File: src/rtl/uart_frame_scheduler.sv
`default_nettype none
// ============================================================================
//  Module      : uart_frame_scheduler
//  Description : Shares one byte-level UART transmitter between a periodic
//                telemetry report and an asynchronous event report. Latches
//                requests, gives events priority, and emits each winner as a
//                fixed 5-byte frame:
//                  HEADER, type, hi, lo, type ^ hi ^ lo
//                The UART is driven one byte at a time through a
//                tx_start / tx_done handshake.
//  Revision    : 1.0 - initial release
// ============================================================================
module uart_frame_scheduler #(
  parameter int unsigned REPORT_PERIOD = 5_000_000,
  parameter logic [7:0]  HEADER        = 8'hA5
) (
  input  logic        clk,
  input  logic        rst,
  input  logic        enable,
  input  logic [15:0] tel_data,
  input  logic        evt_req,
  input  logic [7:0]  evt_code,
  output logic [7:0]  tx_data,
  output logic        tx_start,
  input  logic        tx_done,
  output logic        busy,
  output logic        frame_done,
  output logic        evt_overrun
);

  // Wide enough for the largest legal period (2^24-1).
  localparam int unsigned        TIMER_W    = 24;
  localparam logic [TIMER_W-1:0] TIMER_LAST = TIMER_W'(REPORT_PERIOD - 1);
  localparam logic [7:0]         TYPE_TEL   = 8'h01;
  localparam logic [7:0]         TYPE_EVT   = 8'h02;
  localparam logic [2:0]         LAST_IDX   = 3'd4;

  typedef enum logic [2:0] {
    ST_IDLE = 3'd0,
    ST_LOAD = 3'd1,
    ST_SEND = 3'd2,
    ST_WAIT = 3'd3,
    ST_DONE = 3'd4
  } state_t;

  state_t             state;
  logic [TIMER_W-1:0] timer;
  logic               tel_pend;
  logic               evt_pend;
  logic [7:0]         evt_latched;
  logic [2:0]         idx;

  // Payload frozen at LOAD so the in-flight frame is immune to input changes.
  logic [7:0]         frm_type;
  logic [7:0]         frm_hi;
  logic [7:0]         frm_lo;

  logic               wrap;
  logic               load_evt;
  logic               load_tel;
  logic [2:0]         idx_next;
  logic [7:0]         next_byte;

  assign wrap     = enable && (timer == TIMER_LAST);
  assign load_evt = (state == ST_LOAD) &&  evt_pend;
  assign load_tel = (state == ST_LOAD) && !evt_pend;
  assign idx_next = idx + 3'd1;

  // Byte that follows the current one; the checksum is derived from the
  // frozen payload rather than stored.
  always_comb begin
    next_byte = 8'h00;
    case (idx_next)
      3'd0:    next_byte = HEADER;
      3'd1:    next_byte = frm_type;
      3'd2:    next_byte = frm_hi;
      3'd3:    next_byte = frm_lo;
      default: next_byte = frm_type ^ frm_hi ^ frm_lo;
    endcase
  end

  // Report timer: free-runs 0..REPORT_PERIOD-1 while enabled, parked at 0 otherwise.
  always_ff @(posedge clk) begin
    if (rst) begin
      timer <= '0;
    end else if (!enable) begin
      timer <= '0;
    end else if (timer == TIMER_LAST) begin
      timer <= '0;
    end else begin
      timer <= timer + 1'b1;
    end
  end

  // Telemetry request flag; a wrap while already pending is simply absorbed,
  // and a wrap coinciding with the telemetry LOAD re-arms the flag.
  always_ff @(posedge clk) begin
    if (rst) begin
      tel_pend <= 1'b0;
    end else if (wrap) begin
      tel_pend <= 1'b1;
    end else if (load_tel) begin
      tel_pend <= 1'b0;
    end
  end

  // Event latch: single-entry; a request arriving while the slot is full is
  // dropped and flagged, unless LOAD is emptying the slot in that same cycle.
  always_ff @(posedge clk) begin
    if (rst) begin
      evt_pend    <= 1'b0;
      evt_latched <= 8'h00;
      evt_overrun <= 1'b0;
    end else if (evt_req) begin
      if (evt_pend && !load_evt) begin
        evt_overrun <= 1'b1;
      end else begin
        evt_pend    <= 1'b1;
        evt_latched <= evt_code;
      end
    end else if (load_evt) begin
      evt_pend <= 1'b0;
    end
  end

  // Frame sequencer with registered outputs: arbitrate, load, then walk the
  // five bytes through the UART handshake.
  always_ff @(posedge clk) begin
    if (rst) begin
      state      <= ST_IDLE;
      tx_data    <= 8'h00;
      tx_start   <= 1'b0;
      busy       <= 1'b0;
      frame_done <= 1'b0;
      idx        <= 3'd0;
      frm_type   <= 8'h00;
      frm_hi     <= 8'h00;
      frm_lo     <= 8'h00;
    end else begin
      case (state)
        ST_IDLE: begin
          if (evt_pend || tel_pend) begin
            state <= ST_LOAD;
            busy  <= 1'b1;
          end
        end

        ST_LOAD: begin
          if (evt_pend) begin
            frm_type <= TYPE_EVT;
            frm_hi   <= 8'h00;
            frm_lo   <= evt_latched;
          end else begin
            frm_type <= TYPE_TEL;
            frm_hi   <= tel_data[15:8];
            frm_lo   <= tel_data[7:0];
          end
          idx      <= 3'd0;
          tx_data  <= HEADER;
          tx_start <= 1'b1;
          state    <= ST_SEND;
        end

        ST_SEND: begin
          tx_start <= 1'b0;
          state    <= ST_WAIT;
        end

        ST_WAIT: begin
          if (tx_done) begin
            if (idx == LAST_IDX) begin
              frame_done <= 1'b1;
              state      <= ST_DONE;
            end else begin
              idx      <= idx_next;
              tx_data  <= next_byte;
              tx_start <= 1'b1;
              state    <= ST_SEND;
            end
          end
        end

        ST_DONE: begin
          frame_done <= 1'b0;
          busy       <= 1'b0;
          state      <= ST_IDLE;
        end

        default: begin
          tx_start   <= 1'b0;
          frame_done <= 1'b0;
          busy       <= 1'b0;
          state      <= ST_IDLE;
        end
      endcase
    end
  end

endmodule
`default_nettype wire

File: config.mk
export PLATFORM = sky130hd
export DESIGN_NAME = uart_frame_scheduler
export DESIGN_NICKNAME = d
export VERILOG_FILES = /design/src/rtl/uart_frame_scheduler.sv
export SDC_FILE = /design/constraint.sdc
export NUM_CORES = 1
export LEC_CHECK = 0
export BUFFER_PORTS_ARGS = -buffer_cell sky130_fd_sc_hd__buf_2
export CAP_MARGIN = 20
export CORE_MARGIN = 1
export CORE_UTILIZATION = 50
export CTS_CLUSTER_SIZE = 28
export DETAILED_ROUTE_END_ITERATION = 12
export GPL_TIMING_DRIVEN = 0
export PLACE_DENSITY_LB_ADDON = 0.2
export SLEW_MARGIN = 5
export SYNTH_ARGS = -nofsm -noshare
export SYNTH_HDL_FRONTEND = slang
export SYNTH_SLANG_ARGS = --single-unit
File: constraint.sdc
create_clock -name clk -period 2.95 [get_ports clk]
set_input_delay 0.295 -clock clk [delete_from_list [all_inputs] [get_ports clk]]
set_output_delay 0.295 -clock clk [all_outputs]
set_load 0.01 [all_outputs]
Word-level counts from Yosys, hierarchy flattened
Index checks and enable logic that the tools add are counted.

Logic and storage cells: 88. Output and inout port bits: 12. Register bits after elaboration: 76.

Bitwise logic cells: 7. $add $sub $neg: 2. Muxes and demuxes: 27. Reduce and logical (&&, ||, !) cells: 24. Equal/unequal tests: 14.

Operators with widths (count): $mux 8 (4); $pmux 8 s4 (1); $add 24x1->24 const B (1); $eq 24x23->1 const B (1); $pmux 8 s2 (1); $xor 8x8->8 (2); $mux 3 (5); $eq 3x2->1 const B (4); $pmux 3 s4 (1); $mux 1 (10); $ne 2x2->1 const B (5); $reduce_and 2->1 (5); $reduce_and 3->1 (3); $reduce_or 3->1 (3); $eq 3x1->1 const B (2); $eq 3x3->1 const B (2); $logic_not 3->1 (2); $pmux 3 s2 (1); $reduce_bool 2->1 (3); $not 1->1 (5); $logic_and 1x1->1 (4); $pmux 1 s2 (2); $add 3x1->3 const B (1); $pmux 1 s3 (1); 4 further kinds (5).

Logic depth before layout (Yosys ltp)
Depth after elaboration: 6. Gate-level depth with buffers: 7.

Worst setup path after synthesis
Ideal clock, no wire load.

Path kind: register to register. Start point: register idx[0]. End point: register tx_data[1]. Data arrival time: 1829 ps. Clock period less this slack: 1891 ps. Setup time: 61 ps. Buffers on the path: 1. Path slack: 1059 ps. Data required time: 2889 ps. Stages on the path, launching flop included: 8. Cell sequence: dfxtp_1 -> inv_1 -> ha_1 -> clkbuf_1 -> or4_1 -> a211oi_1 -> nand4b_1 -> a32o_1.

Cells in the longest elaborated chain, start to end: 6.

Ends and longest elaborated chain: start, declared (RTL line 51) `logic [2:0] idx;`; start signal, assigned (RTL line 175) `idx <= idx_next;`; $add 3x1->3 (RTL line 67) `assign idx_next = idx + 3'd1;`; $eq 3x2->1 (tied with other cells) (RTL line 73) `case (idx_next)`; $pmux 8 s4 (RTL line 73); $mux 8 (RTL line 171) `if (idx == LAST_IDX) begin`; $mux 8 (RTL line 170) `if (tx_done) begin`; $pmux 8 s2 (RTL line 140) `case (state)`; end signal, assigned (RTL line 176) `tx_data <= next_byte;`; end, declared (RTL line 23) `output logic [7:0] tx_data,`.

Parallel ways exist; a longest one is shown, timed or not. The select of a mux whose other input is x is not followed. A chain may end at the register's enable or synchronous reset.

Worst setup path after layout
Ends and elaborated chain as after synthesis.

==> metrics.txt <==
layout cells sized above 1 16.2%; Peak VDD IR 0.318 mV; H-tree depth 3; final hold violations 0; placed cell area 3570 µm²; Yosys reg bits 70; Die X 82.9 µm; Die ar. 6880 µm²; Syn. warnings 0; Core ar. 6350 µm²; wire per inst 14.2 µm; register area share after synthesis 42.8%; design area 3750 µm²; DRC Markers 0; synthesized cell area 3270 µm²; post-route clock skew 0.00716 ns; post-CTS setup buffer count 0; Worst path max stage delay 0.63 ns; Root Driver clkbuf_8; DRT Pass-1 Iters 4; minimum clock period 2.17 ns; final antenna-violating net count 0; critical path arrival 2.45 ns; vias after detailed routing 2,869; Rows 29; CTS Sinks 70; LEAKAGE 1.43 nW; vias in the first global route 2,552; Clock transition at path regs 0.08 ns; gr usage total 22.2%; Netlist cell types 51; DR iter-0 viols 192; power density over the cells 512 nW/µm²; maxcap violations 0; Initial Util 51.6%; CTS tree built; commonest non-fill, non-tap cell in the layout dfxtp_1; hold buffer count at cts 0; WL final 7210 µm; total global routing overflow 0; num ports 41; max_slew headroom 50.3%; most frequent cells in the layout dfxtp_1, buf_2, nor2_1, a21oi_1, nand3_1; RSZ-0062 raised after global routing false; ant diodes 0; routability cong. 0.879; antenna violations before repair 0; Vias/cell 5.65; Worst Path Max Fanout 10; clock tree buffer depth 2; IO Port Bufs 40; first-pass GRT wire length 12,300 µm; DP HPWL 5200 µm; worst slew pin tran 0.742 ns; Sequential cell area 1400 µm²; Layout area overhead 14.4%; CTS buffer count 9; CP max stage cell or4_1; footprint of the multi-input gates 1750 µm²; Setup TNS Final 0 ns; prevailing post-synth register cell dfxtp_1; HP Class input pin to flop; Die Ht 82.9 µm; fin crit share 73.6%; syn nets 410; Final Setup Violations 0; async set-reset flop share out of synthesis 0%; WP data required 3.23 ns; status finished clean; Final Net Count 461; worst skew pair latency 0.34 ns; fillcell total 606; CP cell instances inv_1 > ha_1 > clkbuf_1 > or4_1 > a211oi_1 > nand4b_1 > a32o_1; number of synthesized flops with an enable pin 0; Resize count post-CTS 0; Post-Synthesis Cells 375; largest net degree at the start of global routing 13; Max Freq 461 MHz; Post-Syn Area per Cell 8.73 µm²; max-slew violations 0; critical path class flop to flop; startpoint types flop; critical path capture point type flop
==> worst paths after layout <==
path	endpoint	slack, ns	cells past startpoint	start
min	evt_latched[5]	0.18	3	evt_code[5]
max	tx_data[1]	0.78	7	idx[0]
max reg2reg	tx_data[1]	0.78	7	idx[0]
min reg2reg	timer[0]	0.45	1	timer[0]
==> cells in the mapped netlist, types with 5 or more instances <==
library cell   n  share of area [%]
dfxtp_1       70                 43
nor2_1        41                4.7
a21oi_1       30                4.6
nand3_1       26                4.0
nand2_1       24                2.8
mux2i_1       16                4.9
o21ai_0       14                2.1
clkbuf_1      12                1.4
xor2_1        12                3.2
a211oi_1      10                2.3
nand4_1        9                1.7
nor3_1         8                1.2
nor2b_1        7                1.3
ha_1           6                2.3
inv_1          6               0.69
o31ai_1        6                1.4
or4_1          6                1.4
xnor2_1        6                1.6
a31oi_1        5               0.96
and2_1         5               0.96
==> power by group <==
part / internal, mW / total (mW) / switching (mW)
clock network: 0.323 / 0.687 / 0.364
registers: 0.988 / 1.02 / 0.0356
logic: 0.0875 / 0.207 / 0.120
total: 1.40 / 1.92 / 0.519
==> layer usage <==
layer | global-route usage, % | part of all wire [%]
met4 | 9.40 | 1.7
met1 | 33.0 | 53
met3 | 4.27 | 4.0
met2 | 31.1 | 41
met5 | 0 | 0
==> registers in the layout (all words and copies together), names as in the netlist <==
register     count
idx              3
tx_start         1
tx_data          8
frm_lo           8
evt_pend         1
busy             1
frame_done       1
frm_hi           8
frm_type         2
evt_latched      8
evt_overrun      1
tel_pend         1
state            3
timer           24
==> cell type report <==
class / instances / area share, %
Inverter: 7 / 0.701
Clock inverter: 6 / 1.00
Buffer: 19 / 2.61
Sequential cell: 70 / 37.4
Clock buffer: 10 / 3.67
Timing Repair Buffer: 40 / 5.34
Tap cell: 77 / 2.57
Multi-Input combinational cell: 279 / 46.7
==> through the flow <==
stage               hold slack [ns]  cells  worst slack (ns)  util [%]  power (mW)
finish                        0.181    508             0.779      59.0        1.92
floorplan                     0.412    375              1.06         -        1.18
global placement              0.423    492             0.850      56.2        1.25
global route                  0.171    508             0.670      59.0        2.01
CTS                           0.176    508             0.800      59.0        1.93
detailed placement            0.436    492             0.822      56.2        1.25
==> cells by family (layout without fill, tap and decap cells) <==
kind of cell,after synthesis,after routing,share of synthesized area (%)
simple gates,154,154,25.1
compound gates,85,85,16.3
fa+ha+maj,6,6,2.29
xor+xnor,18,18,4.81
buf+inv,26,82,3.78
mux,16,16,4.89
flops,70,70,42.8
==> critical path, delay by kind of cell (launching register included) <==
kind,cells,cell delay [ns]
compound gates,2,0.38
fa+ha+maj,1,0.20
buf+inv,2,0.32
flops,1,0.43
simple gates,2,0.79
(Power assumes the default switching activity.)
